[src/rtl/rx_fifo_bank.sv]
// NCH independent receive FIFOs read through one channel-selected, registered port; pops fire on rd_req rising edges.
// Optional feature macro RXFIFO_OVERWRITE_EN: a push into a full channel replaces the oldest word instead of being dropped.
module rx_fifo_bank #(
    parameter int NCH   = 4,
    parameter int WIDTH = 8,
    parameter int DEPTH = 16,
    localparam int SELW = (NCH > 1) ? $clog2(NCH) : 1
) (
    input  logic                 clk_clk,
    input  logic                 reset_reset,
    input  logic [NCH-1:0]       wr_valid,
    input  logic [NCH*WIDTH-1:0] wr_data,
    input  logic [SELW-1:0]      rd_sel,
    input  logic                 rd_req,
    output logic [WIDTH-1:0]     rd_data,
    output logic                 rd_empty,
    output logic                 rd_full,
    output logic [NCH-1:0]       ovf,
    input  logic [NCH-1:0]       ovf_clr
);

    localparam int PW = $clog2(DEPTH);
    localparam int CW = PW + 1;

    logic             rd_req_q;
    logic             pop_evt;
    logic [SELW-1:0]  rd_sel_q;
    logic [NCH-1:0]   ovf_q, ovf_d;
    logic [NCH-1:0]   ch_empty, ch_full;
    logic [WIDTH-1:0] head [NCH];

    logic [WIDTH-1:0] rd_data_q, rd_data_d;
    logic             rd_empty_q, rd_empty_d;
    logic             rd_full_q, rd_full_d;

    assign pop_evt = rd_req & ~rd_req_q;

    for (genvar c = 0; c < NCH; c++) begin : g_ch
        logic [WIDTH-1:0] mem_q [DEPTH];
        logic [PW-1:0]    wr_ptr_q, wr_ptr_d;
        logic [PW-1:0]    rd_ptr_q, rd_ptr_d;
        logic [CW-1:0]    cnt_q, cnt_d;
        logic             full, empty, push, pop, do_wr, ovf_evt;

        assign full  = (cnt_q == CW'(DEPTH));
        assign empty = (cnt_q == '0);
        assign push  = wr_valid[c];
        // Pops on an empty channel are silently ignored; an out-of-range rd_sel matches no channel.
        assign pop   = pop_evt && (rd_sel == SELW'(c)) && !empty;

        always_comb begin
            wr_ptr_d = wr_ptr_q;
            rd_ptr_d = rd_ptr_q;
            cnt_d    = cnt_q;
            do_wr    = 1'b0;
            ovf_evt  = 1'b0;
            if (pop) begin
                rd_ptr_d = rd_ptr_q + PW'(1);
            end
            if (push) begin
                if (!full || pop) begin
                    do_wr    = 1'b1;
                    wr_ptr_d = wr_ptr_q + PW'(1);
                    if (!pop) begin
                        cnt_d = cnt_q + CW'(1);
                    end
                end else begin
                    ovf_evt = 1'b1;
`ifdef RXFIFO_OVERWRITE_EN
                    // Full means wr_ptr == rd_ptr, so this write lands on the oldest word.
                    do_wr    = 1'b1;
                    wr_ptr_d = wr_ptr_q + PW'(1);
                    rd_ptr_d = rd_ptr_q + PW'(1);
`endif
                end
            end else if (pop) begin
                cnt_d = cnt_q - CW'(1);
            end
        end

        always_ff @(posedge clk_clk) begin
            if (reset_reset) begin
                wr_ptr_q <= '0;
                rd_ptr_q <= '0;
                cnt_q    <= '0;
            end else begin
                wr_ptr_q <= wr_ptr_d;
                rd_ptr_q <= rd_ptr_d;
                cnt_q    <= cnt_d;
            end
        end

        always_ff @(posedge clk_clk) begin
            if (do_wr && !reset_reset) begin
                mem_q[wr_ptr_q] <= wr_data[c*WIDTH +: WIDTH];
            end
        end

        assign head[c]     = mem_q[rd_ptr_q];
        assign ch_empty[c] = empty;
        assign ch_full[c]  = full;
        // An overflow in the same cycle as a clear keeps the flag set.
        assign ovf_d[c]    = (ovf_q[c] & ~ovf_clr[c]) | ovf_evt;
    end

    always_comb begin
        rd_data_d  = '0;
        rd_empty_d = 1'b1;
        rd_full_d  = 1'b0;
        for (int i = 0; i < NCH; i++) begin
            if (rd_sel_q == SELW'(i)) begin
                rd_data_d  = ch_empty[i] ? '0 : head[i];
                rd_empty_d = ch_empty[i];
                rd_full_d  = ch_full[i];
            end
        end
    end

    // rd_req_q resets high so a request held through reset is not seen as a rising edge.
    always_ff @(posedge clk_clk) begin
        if (reset_reset) begin
            rd_req_q   <= 1'b1;
            rd_sel_q   <= '0;
            ovf_q      <= '0;
            rd_data_q  <= '0;
            rd_empty_q <= 1'b1;
            rd_full_q  <= 1'b0;
        end else begin
            rd_req_q   <= rd_req;
            rd_sel_q   <= rd_sel;
            ovf_q      <= ovf_d;
            rd_data_q  <= rd_data_d;
            rd_empty_q <= rd_empty_d;
            rd_full_q  <= rd_full_d;
        end
    end

    assign rd_data  = rd_data_q;
    assign rd_empty = rd_empty_q;
    assign rd_full  = rd_full_q;
    assign ovf      = ovf_q;

endmodule

[config.mk]
export PLATFORM = sky130hd
export DESIGN_NAME = rx_fifo_bank
export DESIGN_NICKNAME = d
export VERILOG_FILES = /design/src/rtl/rx_fifo_bank.sv
export SDC_FILE = /design/constraint.sdc
export NUM_CORES = 1
export LEC_CHECK = 0
export ABC_AREA = 0
export BUFFER_PORTS_ARGS = -buffer_cell sky130_fd_sc_hd__buf_2
export CAP_MARGIN = 25
export CORE_ASPECT_RATIO = 2
export CORE_MARGIN = 4
export CORE_UTILIZATION = 29
export CTS_CLUSTER_DIAMETER = 200
export DETAILED_ROUTE_END_ITERATION = 6
export PLACE_DENSITY = 0.41
export SETUP_SLACK_MARGIN = 0.4
export SLEW_MARGIN = 20
export SYNTH_ARGS = -nofsm -noshare
export SYNTH_HDL_FRONTEND = slang
export SYNTH_SLANG_ARGS = --single-unit
export TNS_END_PERCENT = 100
[constraint.sdc]
create_clock -name clk_clk -period 2.35 [get_ports clk_clk]
set_clock_uncertainty 0.05 [all_clocks]
set_input_delay 0 -clock clk_clk [delete_from_list [all_inputs] [get_ports clk_clk]]
set_output_delay 0 -clock clk_clk [all_outputs]
set_load 0.02 [all_outputs]
# --- Word level (Yosys, flattened, before mapping) ---
# Memory sizes are Yosys's and may differ from the RTL's. A register that Yosys moved wholly into a read port is not among the register bits.
# Index checks and enable logic that the tools add are counted.
# Widths: inputs -> output; s select.
word_totals:
  ram_bits: 512
  reg_bits: 69
  n_memories: 4
  elab_cells: 177
  out_inout_bits: 14
  in_bits: 45
classes:
  mux: 64
  eq_ne: 18
  bitwise: 14
  addsub: 16
  reduce_logical: 43
memory_table:
  columns: ["memory", "depth", "word_bits", "read_ports", "rd_clocked_by_memory_dff", "write_ports", "line", "source"]
  rows:
  - ["g_ch[0].mem_q", 16, 8, 1, 1, 1, "39", "logic [WIDTH-1:0] mem_q [DEPTH];"]
  - ["g_ch[1].mem_q", 16, 8, 1, 1, 1, "39", null]
  - ["g_ch[2].mem_q", 16, 8, 1, 1, 1, "39", null]
  - ["g_ch[3].mem_q", 16, 8, 1, 1, 1, "39", null]
ops:
  columns: ["op", "count"]
  rows:
  - ["$mux 5", 16]
  - ["$mux 8", 8]
  - ["$add 4x1->4 const B", 8]
  - ["$mux 1", 32]
  - ["$mux 4", 8]
  - ["$add 5x1->5 const B", 4]
  - ["$eq 5x5->1 const B", 4]
  - ["$logic_not 5->1", 4]
  - ["$sub 5x1->5 const B", 4]
  - ["$logic_and 1x1->1", 12]
  - ["$reduce_and 3->1", 4]
  - ["$logic_not 1->1", 9]
  - ["$eq 2x2->1 const B", 4]
  - ["$ne 2x1->1 const B", 4]
  - ["$ne 2x2->1 const B", 4]
  - ["$reduce_and 2->1", 4]
  - ["$reduce_bool 2->1", 4]
  - ["$and 1x1->1", 5]
  - ["$not 1->1", 5]
  - ["$eq 2x1->1 const B", 2]
  - ["$logic_not 2->1", 2]
  - ["$logic_or 1x1->1", 4]
  - ["$or 1x1->1", 4]

# --- Depth between registers and ports, before layout ---
# Gate-level depths: netlist (run 1).
depth:
  ltp_word: 10
  mapped_depth: 7
  depth_no_buf: 7

# --- Least setup slack after synthesis (run 1) ---
# Ideal clock, no wire load.
synth_path:
  path_type: "reg-to-reg"
  from: "reg g_ch[3].cnt_q[3]"
  to: "mem g_ch[3].mem_q[1][0] (enable)"
  required_ns: 1.917
  synth_period_minus_slack_ns: 2.330
  stages_incl_launch_ff: 7
  setup_ns: 0.383
  n_path_buf: 1
  path_slack_ns: 0.020
  t_arrival_ns: 1.897
  cell_sequence: "dfxtp_1 -> or4_1 -> clkbuf_1 -> o31a_1 -> nor2b_1 -> nand2_1 -> nor3_1"
synth_between:
  elab_chain_len: 9
  word_cells_on_any_way: 11
  classes_between: "eq/ne: 1; mux: 4; reduce/logical: 6"
synth_rtl:
  columns: ["item", "line", "source"]
  rows:
  - ["start: declaration", "42", "logic [CW-1:0] cnt_q, cnt_d;"]
  - ["start signal: assignment", "89", "cnt_q <= cnt_d;"]
  - ["$logic_not 5->1", "46", "assign empty = (cnt_q == '0);"]
  - ["$logic_not 1->1", "49", "assign pop = pop_evt && (rd_sel == SELW'(c)) && !empty;"]
  - ["$logic_and 1x1->1", "49", null]
  - ["$logic_or 1x1->1 (*)", "61", "if (!full || pop) begin"]
  - ["$mux 1 (*)", "61", null]
  - ["$mux 1 (*)", "60", "if (push) begin"]
  - ["$logic_and 1x1->1 (*)", "94", "if (do_wr && !reset_reset) begin"]
  - ["$mux 1 (*)", "94", null]
  - ["$mux 1 (not written as such) (*)", "95", "mem_q[wr_ptr_q] <= wr_data[c*WIDTH +: WIDTH];"]
  - ["end: declaration", "39", null]
# Every way passes the cells marked *; elsewhere a longest branch is shown, timed or not.

# --- Final worst setup path (run 1) ---
layout_path:
  from: "reg g_ch[1].cnt_q[0]"
  to: "mem g_ch[1].mem_q[12][5] (enable)"
layout_between:
  elab_chain_len: 9
  word_cells_on_any_way: 11
  classes_between: "eq/ne: 1; mux: 4; reduce/logical: 6"
layout_rtl:
  columns: ["item", "line"]
  rows:
  - ["start: declaration", "42"]
  - ["start signal: assignment", "89"]
  - ["$logic_not 5->1", "46"]
  - ["$logic_not 1->1", "49"]
  - ["$logic_and 1x1->1", "49"]
  - ["$logic_or 1x1->1 (*)", "61"]
  - ["$mux 1 (*)", "61"]
  - ["$mux 1 (*)", "60"]
  - ["$logic_and 1x1->1 (*)", "94"]
  - ["$mux 1 (*)", "94"]
  - ["$mux 1 (not written as such) (*)", "95"]
  - ["end: declaration", "39"]
# Marks and branches as above.

==> results of run 1 <==
stage by stage:
stage               setup slack (ns)  power [mW]  std cells  hold slack (ns)
detailed placement           -0.1071       13.72       2452           0.2271
global placement             -0.1202       13.70       2452           0.2196
global route                  0.1455       24.13       2717           0.1634
finish                        0.2082       23.22       2717           0.1223
floorplan                     0.2958       13.00       1310          0.04887
CTS                           0.1421       23.40       2687           0.1098
metal layers:
| layer | share of wire | up-vias | wire (um) | track usage |
|---|---|---|---|---|
| li1 | - | 5813 | - | - |
| met1 | 0.35 | 6467 | 21540 | 0.1492 |
| met2 | 0.60 | 161 | 36360 | 0.2824 |
| met3 | 0.024 | 67 | 1461 | 0.01644 |
| met4 | 0.025 | 0 | 1512 | 0.04189 |
| met5 | 0 | - | 0 | 0 |
final cells by class:
class,count,share of cell area
multi-input cells,627,0.2427
repair buffers,315,0.1088
well taps,1050,0.04188
flip-flops and latches,597,0.5454
clock inverters,32,0.01153
inverters,28,0.003351
clock buffers,68,0.04639
cell usage after synthesis, types with 5 or more instances:
master	count	area, um2
sky130_fd_sc_hd__nand2_1	38	142.6
sky130_fd_sc_hd__o21ai_0	15	75.07
sky130_fd_sc_hd__xnor2_1	20	175.2
sky130_fd_sc_hd__buf_2	17	85.08
sky130_fd_sc_hd__edfxtp_1	512	15370
sky130_fd_sc_hd__dfxtp_1	85	1702
sky130_fd_sc_hd__nor3_1	5	25.02
sky130_fd_sc_hd__and3_1	11	68.82
sky130_fd_sc_hd__xor2_1	14	122.6
sky130_fd_sc_hd__nor2b_1	13	81.33
sky130_fd_sc_hd__a211oi_1	5	37.54
sky130_fd_sc_hd__o22ai_1	16	100.1
sky130_fd_sc_hd__o221ai_1	8	70.07
sky130_fd_sc_hd__or3_1	6	37.54
sky130_fd_sc_hd__a21o_1	5	37.54
sky130_fd_sc_hd__a22oi_1	8	60.06
sky130_fd_sc_hd__or4_1	7	52.55
sky130_fd_sc_hd__nand4_1	7	43.79
sky130_fd_sc_hd__nand3_1	10	50.05
sky130_fd_sc_hd__mux2i_1	52	520.5
sky130_fd_sc_hd__a21oi_1	29	145.1
sky130_fd_sc_hd__ha_1	32	400.4
sky130_fd_sc_hd__mux4_2	129	2905
sky130_fd_sc_hd__nor2_1	138	518.0
sky130_fd_sc_hd__inv_1	28	105.1
sky130_fd_sc_hd__mux2_2	10	112.6
sky130_fd_sc_hd__clkbuf_1	34	127.6
flip-flops by register name, summed over array words and instances (netlist names), named ones only:
register       count
g_ch.mem_q       512
rd_sel_q           2
rd_empty           1
rd_data            8
g_ch.wr_ptr_q     16
rd_full            1
g_ch.cnt_q        20
g_ch.rd_ptr_q     16
rd_req_q           1
ovf                4
worst max path at each step:
stage / end / startpoint / slack [ns]
after floorplan: g_ch[2].cnt_q[4] / g_ch[2].cnt_q[1] / 0.30
after global placement: g_ch[2].mem_q[9][5] / rd_req_q / -0.12
after detailed placement: g_ch[2].mem_q[1][2] / rd_req_q / -0.11
after CTS: g_ch[3].mem_q[7][6] / g_ch[3].cnt_q[3] / 0.14
after global routing: g_ch[0].cnt_q[4] / rd_req_q / 0.15
final: g_ch[1].mem_q[12][5] / g_ch[1].cnt_q[0] / 0.21
critical path, delay by kind of cell (launching register included):
kind | cells | cell delay (ns)
AND/OR/NAND/NOR | 3 | 0.71
buffers and inverters | 3 | 0.45
AO/OA/AOI/OAI | 1 | 0.35
flip-flops | 1 | 0.33
what timing repair did:
item,CTS,global route
pin swaps,62,73
hold buffers,45,0
hold endpoints to repair,564,0
resized for setup,179,104
gates cloned,7,1
setup buffers,83,30
endpoints found under the setup margin,543,562
power breakdown:
group	leakage, nW	total (mW)	internal [mW]	switching (mW)
Sequential	5.31	11.8	11.7	0.144
Clock	0.863	9.14	5.17	3.96
Combinational	3.87	2.25	1.06	1.19
logic make-up (layout without fill, tap and decap cells):
logic type | Yosys count | count (layout) | share of synthesized area
xor gates and xnor gates | 34 | 34 | 0.01256
and+or+nand+nor | 257 | 257 | 0.05077
muxes | 193 | 193 | 0.1505
buffers and inverters | 86 | 443 | 0.01520
AOI/OAI and AO/OA | 107 | 107 | 0.03035
DFF | 597 | 597 | 0.7203
adders and majority gates | 36 | 36 | 0.02027
==> key figures, run 1 <==
Routing
  – Post-DR vias/cell: 4.604
  – Final ANT Viol Nets: 0
  – Mean routed wirelength per cell: 22.40 um
  – Final WL: 60870 um
  – Vias post-DR: 12510
  – Total iterations of the first detailed-routing run: 5
  – Number of DRC markers after the initial detailed-route iteration: 523
  – Remaining routing DRC violations: 0

Clock network
  – CTS tree: yes
  – Number of buffers between clock root and the deepest sink: 3
  – Number of buffers created by CTS: 53
  – Reg clk slew, reported paths: 0.07 ns
  – TritonCTS Sinks: 597
  – Clock insertion delay at the later pin of the skew report: 0.60 ns
  – Clock root buffer: sky130_fd_sc_hd__clkbuf_16
  – H-tree level count: 2

Worst hold path
  – WHS Path Cells: 5
  – Hold crit path type: in -> reg
  – Endpoint with the worst hold slack: ovf[0]
  – Hold Startpoint: rd_sel[0]

Critical path
  – Critical Path Slowest Stage Cell: sky130_fd_sc_hd__or4_4
  – Max incr delay on CP: 0.56 ns
  – Crit start category: register
  – Startpoint of the worst register-to-register path: g_ch[1].cnt_q[0]
  – Number of cells traversed by the worst register-to-register path: 7
  – Setup slack, reg-to-reg: 0.21 ns
  – Capturing point of the worst reg2reg path: g_ch[1].mem_q[12][5]
  – Worst Setup Path Type: reg -> reg
  – Critical path required time: 2.65 ns
  – Critical Path Fanout Max: 8
  – Cell-by-cell listing of the critical path: or4_4, o31a_1, buf_4, buf_6, nand2_8, nor2_4, buf_12
  – Critical path capture point type: register
  – Critical path arrival: 2.44 ns

Synth
  – Post-synth cell types: 57
  – Post-Syn Area per Cell: 18.10 um2
  – Commonest register cell after synthesis: sky130_fd_sc_hd__edfxtp_1
  – Async set or reset register ratio after synthesis: 0
  – Part of the Yosys area used for sequential elements: 0.7203
  – Number of synthesized register bits: 597
  – Post-synthesis instance area: 0.02371 mm2
  – Total nets after synthesis: 1391
  – Number of enable flip-flop cells after synthesis: 512
  – Synthesis warning total: 0
  – Gate count of the mapped netlist: 1310

Timing
  – Number of pins exceeding their max-slew limit in the final report: 0
  – Sum Neg Setup Slack: 0 ns
  – Final worst path period share: 0.9114
  – Fmax: 466.9 MHz
  – Fin. Hold Viols: 0
  – Setup violators final: 0
  – Transition at the pin with the smallest max-transition slack: 0.6917 ns
  – Fin crit period: 2.142 ns
  – Worst slew margin relative to its limit: 0.5383
  – Unrepaired setup endpoints after global routing: true

Outcome
  – Run status: complete, no violations

Job
  – Total of max-cap violations: 0

Die
  – Die boundary width: 210.2 um
  – Rows: 148
  – Die area: 0.08666 mm2
  – Starting density of the core: 0.2916
  – Core ar.: 0.08129 mm2
  – Number of primary I/O pins: 59
  – Height of the chip: 412.3 um

Global route
  – Via count of the first global-routing pass: 13630
  – Wire length of the first global-routing pass: 90180 um
  – Maximum number of pins on one net before global-route repair: 33
  – GRT overflow: 0
  – Total GRT Usage: 0.1400
  – Initial antenna violation count: 0

Final layout
  – Growth of design area from synthesis to finish: 32.32%
  – Area taken by multi-input logic gates: 0.007612 mm2
  – Final-stage net count: 1703
  – Fill count: 7376
  – Design Area, Final: 0.03137 mm2
  – Utilization after layout: 0.3859
  – Most common library cell in the layout ignoring fill and taps: sky130_fd_sc_hd__edfxtp_1
  – Share of layout cells above drive strength 1: 0.4091
  – Ant diodes: 0
  – Flip-flop and latch area: 0.01711 mm2
  – Commonest non-fill, non-tap cells in the layout: sky130_fd_sc_hd__edfxtp_1, sky130_fd_sc_hd__mux4_2, sky130_fd_sc_hd__buf_4

Power and ir drop
  – Cell leakage power: 10.04 nW
  – PwrDens: 740.4 mW/mm2
  – Peak supply drop: 0.0005774 V

Place
  – Placer Congestion: 0.7325
  – Port bufs: 58
  – Total half-perimeter wirelength after legalization and detailed placement: 41770 um
  – Area of placed instances: 0.02626 mm2
(Power assumes the default switching activity.)
==> run 2, diff against run 1 <==
--- a/config.mk
+++ b/config.mk
@@ -14,7 +14,7 @@
 export CTS_CLUSTER_DIAMETER = 200
 export DETAILED_ROUTE_END_ITERATION = 6
 export PLACE_DENSITY = 0.41
-export SETUP_SLACK_MARGIN = 0.4
+export SETUP_SLACK_MARGIN = 0.2
 export SLEW_MARGIN = 20
 export SYNTH_ARGS = -nofsm -noshare
 export SYNTH_HDL_FRONTEND = slang
==> run 2 against run 1 <==
- register-to-register slack worse by 0.13 ns
- routed wire length shrank 2.9%
- count of clock-buffer cells in the layout increased by 4
- die area is the same
- worst setup slack worse by 0.13 ns
- critical path depth grew 2
- total power fell by 2.4%
- sequential power about the same
- critical path type unchanged
- highest routed layer unchanged
==> key figures, run 2 (same netlist as run 1, synthesis figures left out) <==
Place
  – Cell count after placement: 2487
  – Placer Congestion: 0.7398
  – Port bufs: 58
  – Total half-perimeter wirelength after legalization and detailed placement: 41710 um
  – Pre-CTS setup slack: -0.1256 ns
  – Area of placed instances: 0.02626 mm2

Power and ir drop
  – Peak supply drop: 0.0005844 V
  – Sequential Power Share: 0.522
  – Sw Ratio: 0.2260
  – Share of total power in the clock network: 0.393
  – Cell leakage power: 9.690 nW
  – Part of the total power dissipated in combinational logic: 0.086
  – Internal power contribution: 17.55 mW
  – Switching pwr: 5.125 mW
  – PwrDens: 753.5 mW/mm2

Timing
  – Final worst path period share: 0.9659
  – Setup violators final: 0
  – Transition at the pin with the smallest max-transition slack: 0.5382 ns
  – Fin. Hold Viols: 0
  – Unrepaired setup endpoints after global routing: true
  – Worst setup margin: 0.08021 ns
  – Worst slew margin relative to its limit: 0.6408
  – Fmax: 440.6 MHz
  – Number of pins exceeding their max-slew limit in the final report: 0
  – Fin crit period: 2.270 ns

Final layout
  – Fill count: 7495
  – Ant diodes: 0
  – Biggest registers after layout: g_ch.mem_q: 512 flops, g_ch.cnt_q: 20 flops
  – Max FFs per register: 512
  – Design Area, Final: 0.03009 mm2
  – Non-filler instance count after layout: 2685
  – Final-stage net count: 1670
  – Commonest non-fill, non-tap cells in the layout: sky130_fd_sc_hd__edfxtp_1, sky130_fd_sc_hd__mux4_2, sky130_fd_sc_hd__buf_4
  – Most common library cell in the layout ignoring fill and taps: sky130_fd_sc_hd__edfxtp_1
  – Area taken by multi-input logic gates: 0.007124 mm2
  – Flip-flop and latch area: 0.01709 mm2
  – Share of layout cells above drive strength 1: 0.3670
  – Reg with most FFs: g_ch.mem_q
  – Growth of design area from synthesis to finish: 26.92%

Global route
  – Wire length of the first global-routing pass: 87640 um
  – Via count of the first global-routing pass: 13450
  – Initial antenna violation count: 1
  – GRT overflow: 0
  – Total GRT Usage: 0.1359
  – Maximum number of pins on one net before global-route repair: 33

Critical path
  – Critical Path Fanout Max: 8
  – Max incr delay on CP: 0.54 ns
  – CP most frequent cell: sky130_fd_sc_hd__buf_8
  – Levels on crit path: 9
  – Number of buffers and inverters on the critical path: 4
  – Delay-heaviest family, CP: simple AND/OR/NAND/NOR gates
  – Critical path capture point type: register
  – Worst Setup Path Type: reg -> reg
  – Number of cells traversed by the worst register-to-register path: 9
  – Critical Path Slowest Stage Cell: sky130_fd_sc_hd__or4_4
  – Critical path required time: 2.67 ns
  – Critical path arrival: 2.59 ns
  – Crit start category: register
  – Cell-by-cell listing of the critical path: or4_4, o31a_1, nor2b_4, buf_6, buf_8, buf_12, nand2_8, nor2_4, buf_8

Worst hold path
  – WHS Path Cells: 4
  – Hold crit path type: in -> reg

Routing
  – Final WL: 59130 um
  – Remaining routing DRC violations: 0
  – Mean routed wirelength per cell: 22.02 um
  – Post-DR vias/cell: 4.597
  – Final ANT Viol Nets: 0
  – Number of DRC markers after the initial detailed-route iteration: 451
  – Vias post-DR: 12340
  – Total iterations of the first detailed-routing run: 4

Clock network
  – Clock root buffer: sky130_fd_sc_hd__clkbuf_16
  – Number of buffers created by CTS: 54
  – Clock insertion delay at the later pin of the skew report: 0.61 ns
  – Number of buffers between clock root and the deepest sink: 3
  – H-tree level count: 2
  – TritonCTS Sinks: 597
  – CTS tree: yes
  – Reg clk slew, reported paths: 0.07 ns

Die
  – Die area: 0.08666 mm2
  – Die boundary width: 210.2 um
  – Height of the chip: 412.3 um
  – Starting density of the core: 0.2916
  – Core ar.: 0.08129 mm2
  – Number of primary I/O pins: 59
  – Rows: 148

Job
  – Total of max-cap violations: 0

Outcome
  – Run status: complete, no violations
[run 2: cell types whose count changed in the layout (fill, tap and decap cells not counted), sizes merged]
cell	delta
clkinv	+5
clkbuf	+3
bufinv	-3
dlygate4sd3	+4
clkinvlp	-5
buf	-34
inv	+1
bufbuf	-3
[run 2: what timing repair did]
action                                 4_1_cts  5_1_grt
endpoints found under the hold margin      549        0
setup endpoints to repair                  525      455
pin swaps                                   26       34
resized for setup                          175       96
setup buffers                               23       24
hold buffers                                48        0
gates cloned                                 1        0
[run 2: metrics by stage]
step	setup TNS (ns)	hold slack, ns	util	total power [mW]
3_5_place_dp	-4.232	0.2365	0.3230	13.69
6_report	0	0.2396	0.3701	22.67
3_3_place_gp	-2.983	0.2322	0.3230	13.67
2_1_floorplan	0	0.04887	-	12.92
5_1_grt	0	0.2432	0.3701	23.56
4_1_cts	-2.276	0.1783	0.3622	22.90
[run 2: cell type report]
class / count / share of cell area
Multi-Input combinational cell: 627 / 0.2368
Clock buffer: 72 / 0.05027
Timing Repair Buffer: 281 / 0.08903
Tap cell: 1050 / 0.04366
Clock inverter: 30 / 0.008733
Inverter: 28 / 0.003493
Sequential cell: 597 / 0.5680
[run 2: metal layers]
layer | vias up | part of all wire | GRT usage
met2 | 180 | 0.59 | 0.2742
met1 | 6342 | 0.34 | 0.1398
met4 | 0 | 0.036 | 0.05033
met5 | - | 0 | 0
li1 | 5733 | - | -
met3 | 88 | 0.032 | 0.01682
[run 2: path summary, 6_finish.rpt]
check,start,to,slack (ns)
max reg2reg,g_ch[3].cnt_q[0],g_ch[3].mem_q[10][0],0.08
max,g_ch[3].cnt_q[0],g_ch[3].mem_q[10][0],0.08
min reg2reg,g_ch[0].rd_ptr_q[3],register,0.44
min,ovf_clr[2],ovf[2],0.24
[run 2: power by group through the flow]
stage                     clock, mW  sequential (mW)  combinational [mW]
after floorplan                   0             12.1               0.858
after global placement            0             12.0                1.63
after detailed placement          0             12.0                1.64
after CTS                      9.22             11.8                1.86
after global routing           9.59             11.8                2.12
final                          8.91             11.8                1.94
[run 2: worst min-delay path, delay by kind of cell]
family                 cells  cell delay (ns)
AOI/OAI and AO/OA          1             0.13
buffers and inverters      2             0.67
and+or+nand+nor            1             0.04
